$ cat src/rtl/pipeline_pkg.sv
// Shared types and constants for the s0..s3 instruction pipeline.
package pipeline_pkg;

    localparam int unsigned MICROCODE_W = 22;
    localparam int unsigned INST_DATA_W = 25;

    // All-zero microcode decodes to no register write and no source checks.
    localparam logic [MICROCODE_W-1:0] MICROCODE_NOP = '0;

    typedef struct packed {
        logic [MICROCODE_W-1:0] microcode;
        logic [INST_DATA_W-1:0] instruction_data;
        logic                   valid;
    } stage_t;

    typedef enum logic {
        RUN   = 1'b0,
        STALL = 1'b1
    } seq_state_t;

    localparam stage_t BUBBLE = '{
        microcode:        MICROCODE_NOP,
        instruction_data: '0,
        valid:            1'b0
    };

endpackage

$ cat src/rtl/pipeline_stage_reg.sv
// One pipeline stage register: bubble has priority over load, otherwise hold.
module pipeline_stage_reg
    import pipeline_pkg::*;
(
    input  logic   clk,
    input  logic   rst,
    input  logic   load,
    input  logic   bubble,
    input  stage_t d,
    output stage_t q
);

    always_ff @(posedge clk) begin
        if (rst || bubble) begin
            q <= BUBBLE;
        end else if (load) begin
            q <= d;
        end
    end

endmodule

$ cat src/rtl/pipeline_stage_sequencer.sv
// Owns stages s0..s3 and enforces the detector's hazard decision:
// holds s0, bubbles s1, gates decode acceptance and applies flush.
module pipeline_stage_sequencer
    import pipeline_pkg::*;
#(
    parameter int unsigned MAX_STALL = 3
) (
    input  logic                   clk,
    input  logic                   rst,
    input  logic                   in_valid,
    output logic                   in_ready,
    input  logic [MICROCODE_W-1:0] in_microcode,
    input  logic [INST_DATA_W-1:0] in_instruction_data,
    input  logic                   data_dependency,
    input  logic                   flush,
    output logic [MICROCODE_W-1:0] microcode_s0,
    output logic [MICROCODE_W-1:0] microcode_s1,
    output logic [MICROCODE_W-1:0] microcode_s2,
    output logic [MICROCODE_W-1:0] microcode_s3,
    output logic [INST_DATA_W-1:0] instruction_data_s0,
    output logic [INST_DATA_W-1:0] instruction_data_s1,
    output logic [INST_DATA_W-1:0] instruction_data_s2,
    output logic [INST_DATA_W-1:0] instruction_data_s3,
    output logic                   valid_s0,
    output logic                   valid_s1,
    output logic                   valid_s2,
    output logic                   valid_s3,
    output logic                   stalled,
    output logic                   stall_overrun
);

    localparam logic [1:0] STALL_LIMIT = 2'(MAX_STALL);

    seq_state_t state;
    logic [1:0] stall_cnt;
    stage_t     st [4];
    stage_t     d  [4];
    logic [3:0] load;
    logic [3:0] bubble;
    logic       hazard_c;
    logic       accept_c;

    // A bubble in s0 can never be the consumer of a hazard.
    assign hazard_c = data_dependency & st[0].valid;
    assign in_ready = !rst & !hazard_c & !flush;
    assign accept_c = in_valid & in_ready;

    always_comb begin
        load   = 4'b1110;
        bubble = 4'b0000;
        d[0]   = '{microcode: in_microcode, instruction_data: in_instruction_data, valid: 1'b1};
        d[1]   = st[0];
        d[2]   = st[1];
        d[3]   = st[2];
        load[0]   = accept_c;
        bubble[0] = flush | (!hazard_c & !accept_c);
        bubble[1] = hazard_c;
    end

    for (genvar i = 0; i < 4; i++) begin : g_stage
        pipeline_stage_reg u_stage (
            .clk    (clk),
            .rst    (rst),
            .load   (load[i]),
            .bubble (bubble[i]),
            .d      (d[i]),
            .q      (st[i])
        );
    end

    // Stall FSM; overrun is sticky and does not force the pipe forward.
    always_ff @(posedge clk) begin
        if (rst) begin
            state         <= RUN;
            stall_cnt     <= 2'd0;
            stall_overrun <= 1'b0;
        end else if (flush || !hazard_c) begin
            state     <= RUN;
            stall_cnt <= 2'd0;
        end else begin
            state <= STALL;
            if (stall_cnt == STALL_LIMIT) begin
                stall_overrun <= 1'b1;
            end else begin
                stall_cnt <= stall_cnt + 2'd1;
            end
        end
    end

    assign stalled = (state == STALL);

    assign microcode_s0        = st[0].microcode;
    assign microcode_s1        = st[1].microcode;
    assign microcode_s2        = st[2].microcode;
    assign microcode_s3        = st[3].microcode;
    assign instruction_data_s0 = st[0].instruction_data;
    assign instruction_data_s1 = st[1].instruction_data;
    assign instruction_data_s2 = st[2].instruction_data;
    assign instruction_data_s3 = st[3].instruction_data;
    assign valid_s0            = st[0].valid;
    assign valid_s1            = st[1].valid;
    assign valid_s2            = st[2].valid;
    assign valid_s3            = st[3].valid;

endmodule
$ cat config.mk
export PLATFORM = sky130hd
export DESIGN_NAME = pipeline_stage_sequencer
export DESIGN_NICKNAME = d
export VERILOG_FILES = /design/src/rtl/pipeline_pkg.sv /design/src/rtl/pipeline_stage_reg.sv /design/src/rtl/pipeline_stage_sequencer.sv
export SDC_FILE = /design/constraint.sdc
export NUM_CORES = 1
export LEC_CHECK = 0
export ABC_AREA = 1
export CORE_AREA = 2 2 146 148
export DETAILED_ROUTE_END_ITERATION = 8
export DIE_AREA = 0 0 148 150
export PLACE_DENSITY = 0.77
export REMOVE_ABC_BUFFERS = 1
export SLEW_MARGIN = 40
export SYNTH_ARGS = -nofsm -noshare
export SYNTH_HDL_FRONTEND = slang
export SYNTH_HIERARCHICAL = 1
export SYNTH_SLANG_ARGS = --single-unit
$ cat constraint.sdc
create_clock -name clk -period 1.5 [get_ports clk]
set_input_delay 0.375 -clock clk [delete_from_list [all_inputs] [get_ports clk]]
set_output_delay 0.375 -clock clk [all_outputs]
set_load 0.05 [all_outputs]
**After elaboration in Yosys (flattened, before gate mapping)**

Cells that the tools add are included.

- Bits in latches: 0
- Memories kept: 0
- Logic and storage cells: 34
- Register bits: 196
- RAM bits: 0
- Memory bits (read-only): 0
- Output and inout bits: 195
- Bits of input ports: 52

- Shifts and indexed selects: 0
- Multiply operators: 0
- Reductions and logical operators: 9
- Magnitude comparators: 0
- Eq/ne operators: 1
- Bitwise operators: 7
- Muxes and demuxes: 1
- Divide/modulo/power cells: 0
- Add/sub/neg operators: 1

Operators with widths:

| kind | count |
|---|---|
| $and 1x1->1 | 5 |
| $logic_not 1->1 | 4 |
| $logic_or 1x1->1 | 3 |
| $add 2x1->2 const B | 1 |
| $eq 2x2->1 const B | 1 |
| $reduce_and 2->1 | 1 |
| $reduce_or 2->1 | 1 |
| $mux 1 | 1 |
| $not 1->1 | 1 |
| $or 1x1->1 | 1 |

**Logic depth before layout (Yosys ltp)**

- Word-level depth: 9
- Depth in mapped cells: 10
- Depth with buffers taken out: 8

**Cells and area by module**

Netlist, hierarchy kept.

By module, submodules not included:

| module | area an instance (sq um) | cells each | sequential area each (sq um) | instances |
|---|---|---|---|---|
| pipeline_stage_reg | 1,979.4 | 305 | 960.9 | 4 |
| pipeline_stage_sequencer | 219.0 | 32 | 80.1 | 1 |

**Least setup slack after synthesis**

Ideal clock, no wire load.

- Kind: reg-to-reg
- Start point: reg g_stage[0].u_stage/q[0] (netlist bit)
- End point: reg g_stage[0].u_stage/q[24] (netlist bit)
- Library setup time: 0.064 ns
- Clock period less this slack: 1.619 ns
- Cell stages (with the launch flop): 11
- Arrival: 1.555 ns
- Path buffers: 2
- Path slack: -0.119 ns
- Data required time: 1.436 ns
- Cell sequence: dfxtp_1 nand2_2 inv_2 nand2_1 nand2_1 inv_1 nor2_2 buf_4 buf_6 nand2_1 nor2_1

- Longest elaborated chain between the ends: 9

RTL lines:

| item | RTL line | text |
|---|---|---|
| from (decl) | pipeline_stage_reg.sv:10 | `output stage_t q` |
| from (signal assigned) | pipeline_stage_reg.sv:15 | `q <= BUBBLE;` |
| from (signal assigned) | pipeline_stage_reg.sv:17 | `q <= d;` |
| $and 1x1->1 (*) | pipeline_stage_sequencer.sv:44 | `assign hazard_c = data_dependency & st[0].valid;` |
| net bubble[1] | pipeline_stage_sequencer.sv:39 | `logic [3:0] bubble;` |
| $logic_not 1->1 (*) | pipeline_stage_sequencer.sv:45, pipeline_stage_sequencer.sv:56 |  |
| $and 1x1->1 (2 in a row) | pipeline_stage_sequencer.sv:45 | `assign in_ready = !rst & !hazard_c & !flush;` |
| $and 1x1->1 | pipeline_stage_sequencer.sv:46 | `assign accept_c = in_valid & in_ready;` |
| $logic_not 1->1 | pipeline_stage_sequencer.sv:56 | `bubble[0] = flush \| (!hazard_c & !accept_c);` |
| $and 1x1->1 (*) | pipeline_stage_sequencer.sv:56 |  |
| $or 1x1->1 (*) | pipeline_stage_sequencer.sv:56 |  |
| net bubble[0] | pipeline_stage_sequencer.sv:39 |  |
| $logic_or 1x1->1 (*) | pipeline_stage_reg.sv:14 | `if (rst \|\| bubble) begin` |

The timed path passes the listed nets; every way through them passes the cells marked *.
A chain may end at the register's enable or synchronous reset.

**Final worst setup path**

- Start point: reg g_stage[0].u_stage/q[0] (netlist bit)
- End point: out in_ready

- Longest elaborated chain between the ends: 4

RTL lines:

| item | RTL line | text |
|---|---|---|
| $and 1x1->1 | pipeline_stage_sequencer.sv:44 |  |
| $logic_not 1->1 | pipeline_stage_sequencer.sv:45 |  |
| $and 1x1->1 (2 in a row) | pipeline_stage_sequencer.sv:45 |  |
| to (decl) | pipeline_stage_sequencer.sv:11 | `output logic in_ready,` |

Every way passes these cells.

==> metrics.yaml <==
boundaryPins: 247
finalSetupViolCount: 0
hold_viol: 0
syn_area_um2: 8140
fillers: 1624
drt_iter0_drc: 287
clkPwrFrac_pct: 37.2
crit_path_end_kind: "output port"
postRouteAntennaNets: 0
reg2reg_to: "g_stage[0].u_stage/q[8]"
fin_total_pwr_mw: 12.4
clock-root-buffer: "clkbuf_16"
post-route-worst-setup-slack_ns: 0.0224
dpl_worst_slack_ns: -0.393
post-route-period-util_pct: 98.5
start_kind: "flop"
crit_type: "flop to output port"
port_buffers: 246
setup_tns_ns: 0
powerDensity_nw_per_um2: 924
swShare_pct: 28.6
syn_inst: 1252
fin_util_pct: 65.1
synth_most_common_cell: "nand2_1"
leakagePower_nw: 5.92
cp_data_required_time_ns: 1.12
start_util_pct: 39.3
async_flop_share_pct: 0
status: "complete, no violations"
antenna_found_initial: 0
cts_sinks: 196
clk_latency_ns: 0.43
ctsHoldBuffers: 0
grt_max_degree: 97
wl_per_cell_um: 13.6
maxSlewViolCount: 0
rows: 53
die_w_um: 148
via_count: 7584
core_um2: 20700
whs_endpoint: "stalled"
firstDrtPassIters: 4
yosysUniqueCellTypes: 16
seq_power_share_pct: 44.8
yosys.area.top_type: "dfxtp_1"
synth_edf_count: 0
die-area_um2: 22200
drc: 0
grt_pass1_vias: 7241
min_path_type: "primary input to flop"
hold_path_startpoint: "rst"
fp.dieH_um: 150
reg2reg_slack_ns: 0.06
grt_pass1_wl_um: 36800
cts_buffer_depth: 2
p_int_mw: 8.88
layout.nets: 1532
seq_area_um2: 3930
p_comb_share_pct: 18.0
htreeDepth: 4
ys_warn_count: 6
via_per_inst: 4.29
rsz0062_at_grt: "true"
dpl.hpwl_um: 16500
synth_top_cell_area_share_pct: 48.2
dpl_cell_area_um2: 12700
diodes: 0
fin_crit_ns: 1.48
yosys-top-cells-area: "dfxtp_1 48%, nand2_1 18%, nor2_1 18%"
finalWirelength_um: 24100
ys_dominant_reg_cell: "dfxtp_1"
track_usage_pct: 21.0
p_sw_mw: 3.56
cp_max_fo: 2
drive_gt1_share_pct: 17.8
fmax_ghz: 0.677
ir_drop_v: 0.000707
ff2ff_path_depth: 11
cts_made_buffers: 17
synth_common_cells: "390 x nand2_1, 388 x nor2_1, 200 x inv_1, 196 x dfxtp_1, 32 x buf_2"
holdPathStages: 4
cts_tree: "yes"
regToRegStartpoint: "g_stage[0].u_stage/q[0]"
clock-skew-final_ns: 0.0109
clk_pin_slew_ns: 0.08
multi_input_area_um2: 3060
syn2layout_area_growth_pct: 65.5
avgSynthCellArea_um2: 6.50
critPathArrivalTime_ns: 1.10
maxCapViolations: 0
synth-seq-cells: 196
gr-total-overflow: 0
place.gp.congestion: 0.797
ys_seq_area_share_pct: 48.2
final_cell_area_um2: 13500
-- cell families (layout without fill, tap and decap cells) --
group                      Yosys count  after routing  share of synthesized area [%]
adders and majority gates            1              1                          0.154
and+or+nand+nor                    787            787                           36.7
other                                2              6                         0.0923
xor gates and xnor gates             1              1                          0.108
buffers and inverters              265            501                           14.7
DFF                                196            196                           48.2
-- placed cells by master (no fill, tap or decap), types with 2 or more instances in the layout --
| cell type | synthesis | final |
|---|---|---|
| clkdlybuf4s50_1 | 0 | 48 |
| clkbuf_16 | 0 | 21 |
| conb_1 | 2 | 6 |
| buf_12 | 0 | 206 |
| dlygate4sd2_1 | 0 | 3 |
| nor2_1 | 388 | 388 |
| inv_8 | 0 | 4 |
| nand2_2 | 2 | 5 |
| nand2_1 | 390 | 387 |
| bufinv_16 | 0 | 2 |
| nor2_4 | 1 | 5 |
| inv_2 | 1 | 3 |
| clkinvlp_4 | 0 | 2 |
| dfxtp_1 | 196 | 195 |
| inv_1 | 200 | 197 |
| clkinv_2 | 0 | 3 |
| clkinv_4 | 0 | 5 |
| buf_4 | 20 | 6 |
-- flip-flops by register name, indices dropped and copies added (netlist names) --
name               count
stalled                1
g_stage.u_stage/q    192
stall_overrun          1
stall_cnt              2
-- worst max-delay path: stages (launching register included) --
cell     delay (ns)
dfxtp_2        0.34
nand2_2        0.07
nand2_2        0.06
inv_2          0.08
buf_12         0.13
-- power by group through the flow --
stage | Sequential, mW | Combinational [mW] | Clock [mW]
after floorplan | 6.15 | 0.616 | 0
after CTS | 5.57 | 2.18 | 4.76
final | 5.57 | 2.24 | 4.63
after global routing | 5.59 | 2.40 | 4.99
after global placement | 5.68 | 2.14 | 0
after detailed placement | 5.69 | 2.18 | 0
-- timing repair --
item	4_1_cts	5_1_grt
buffers inserted	2	1
gates cloned	0	5
resized for setup	6	3
setup endpoints to repair	1	21
pin swaps	3	4
-- stage by stage --
stage          instances  hold WS (ns)
2_1_floorplan       1192         0.482
3_3_place_gp        1728         0.478
3_5_place_dp        1728         0.484
4_1_cts             1761         0.414
5_1_grt             1767         0.420
6_report            1767         0.430
-- routing by layer --
metal	vias up	share of wire (%)	track usage, %
met3	56	4.2	4.70
li1	3977	-	-
met2	170	53	37.8
met5	-	0	0
met1	3381	39	23.2
met4	0	4.0	10.6
-- worst max path at each step --
stage,startpoint,end,slack [ns]
6_report,g_stage[0].u_stage/q[0],in_ready,0.02
5_1_grt,g_stage[0].u_stage/q[0],in_ready,-0.02
4_1_cts,g_stage[0].u_stage/q[0],in_ready,-0.002
3_5_place_dp,flush,g_stage[0].u_stage/q[39],-0.39
3_3_place_gp,flush,g_stage[0].u_stage/q[9],-0.32
2_1_floorplan,g_stage[0].u_stage/q[0],g_stage[0].u_stage/q[45],-0.97
-- area by class of cell --
type | instances | area share, %
Sequential cell | 196 | 29.1
Clock buffer | 17 | 3.16
Multi-Input combinational cell | 795 | 22.7
Tap cell | 275 | 2.56
Inverter | 201 | 5.61
Clock inverter | 15 | 1.29
Timing Repair Buffer | 268 | 35.5
No activity file was read; power rests on OpenSTA's default activity.
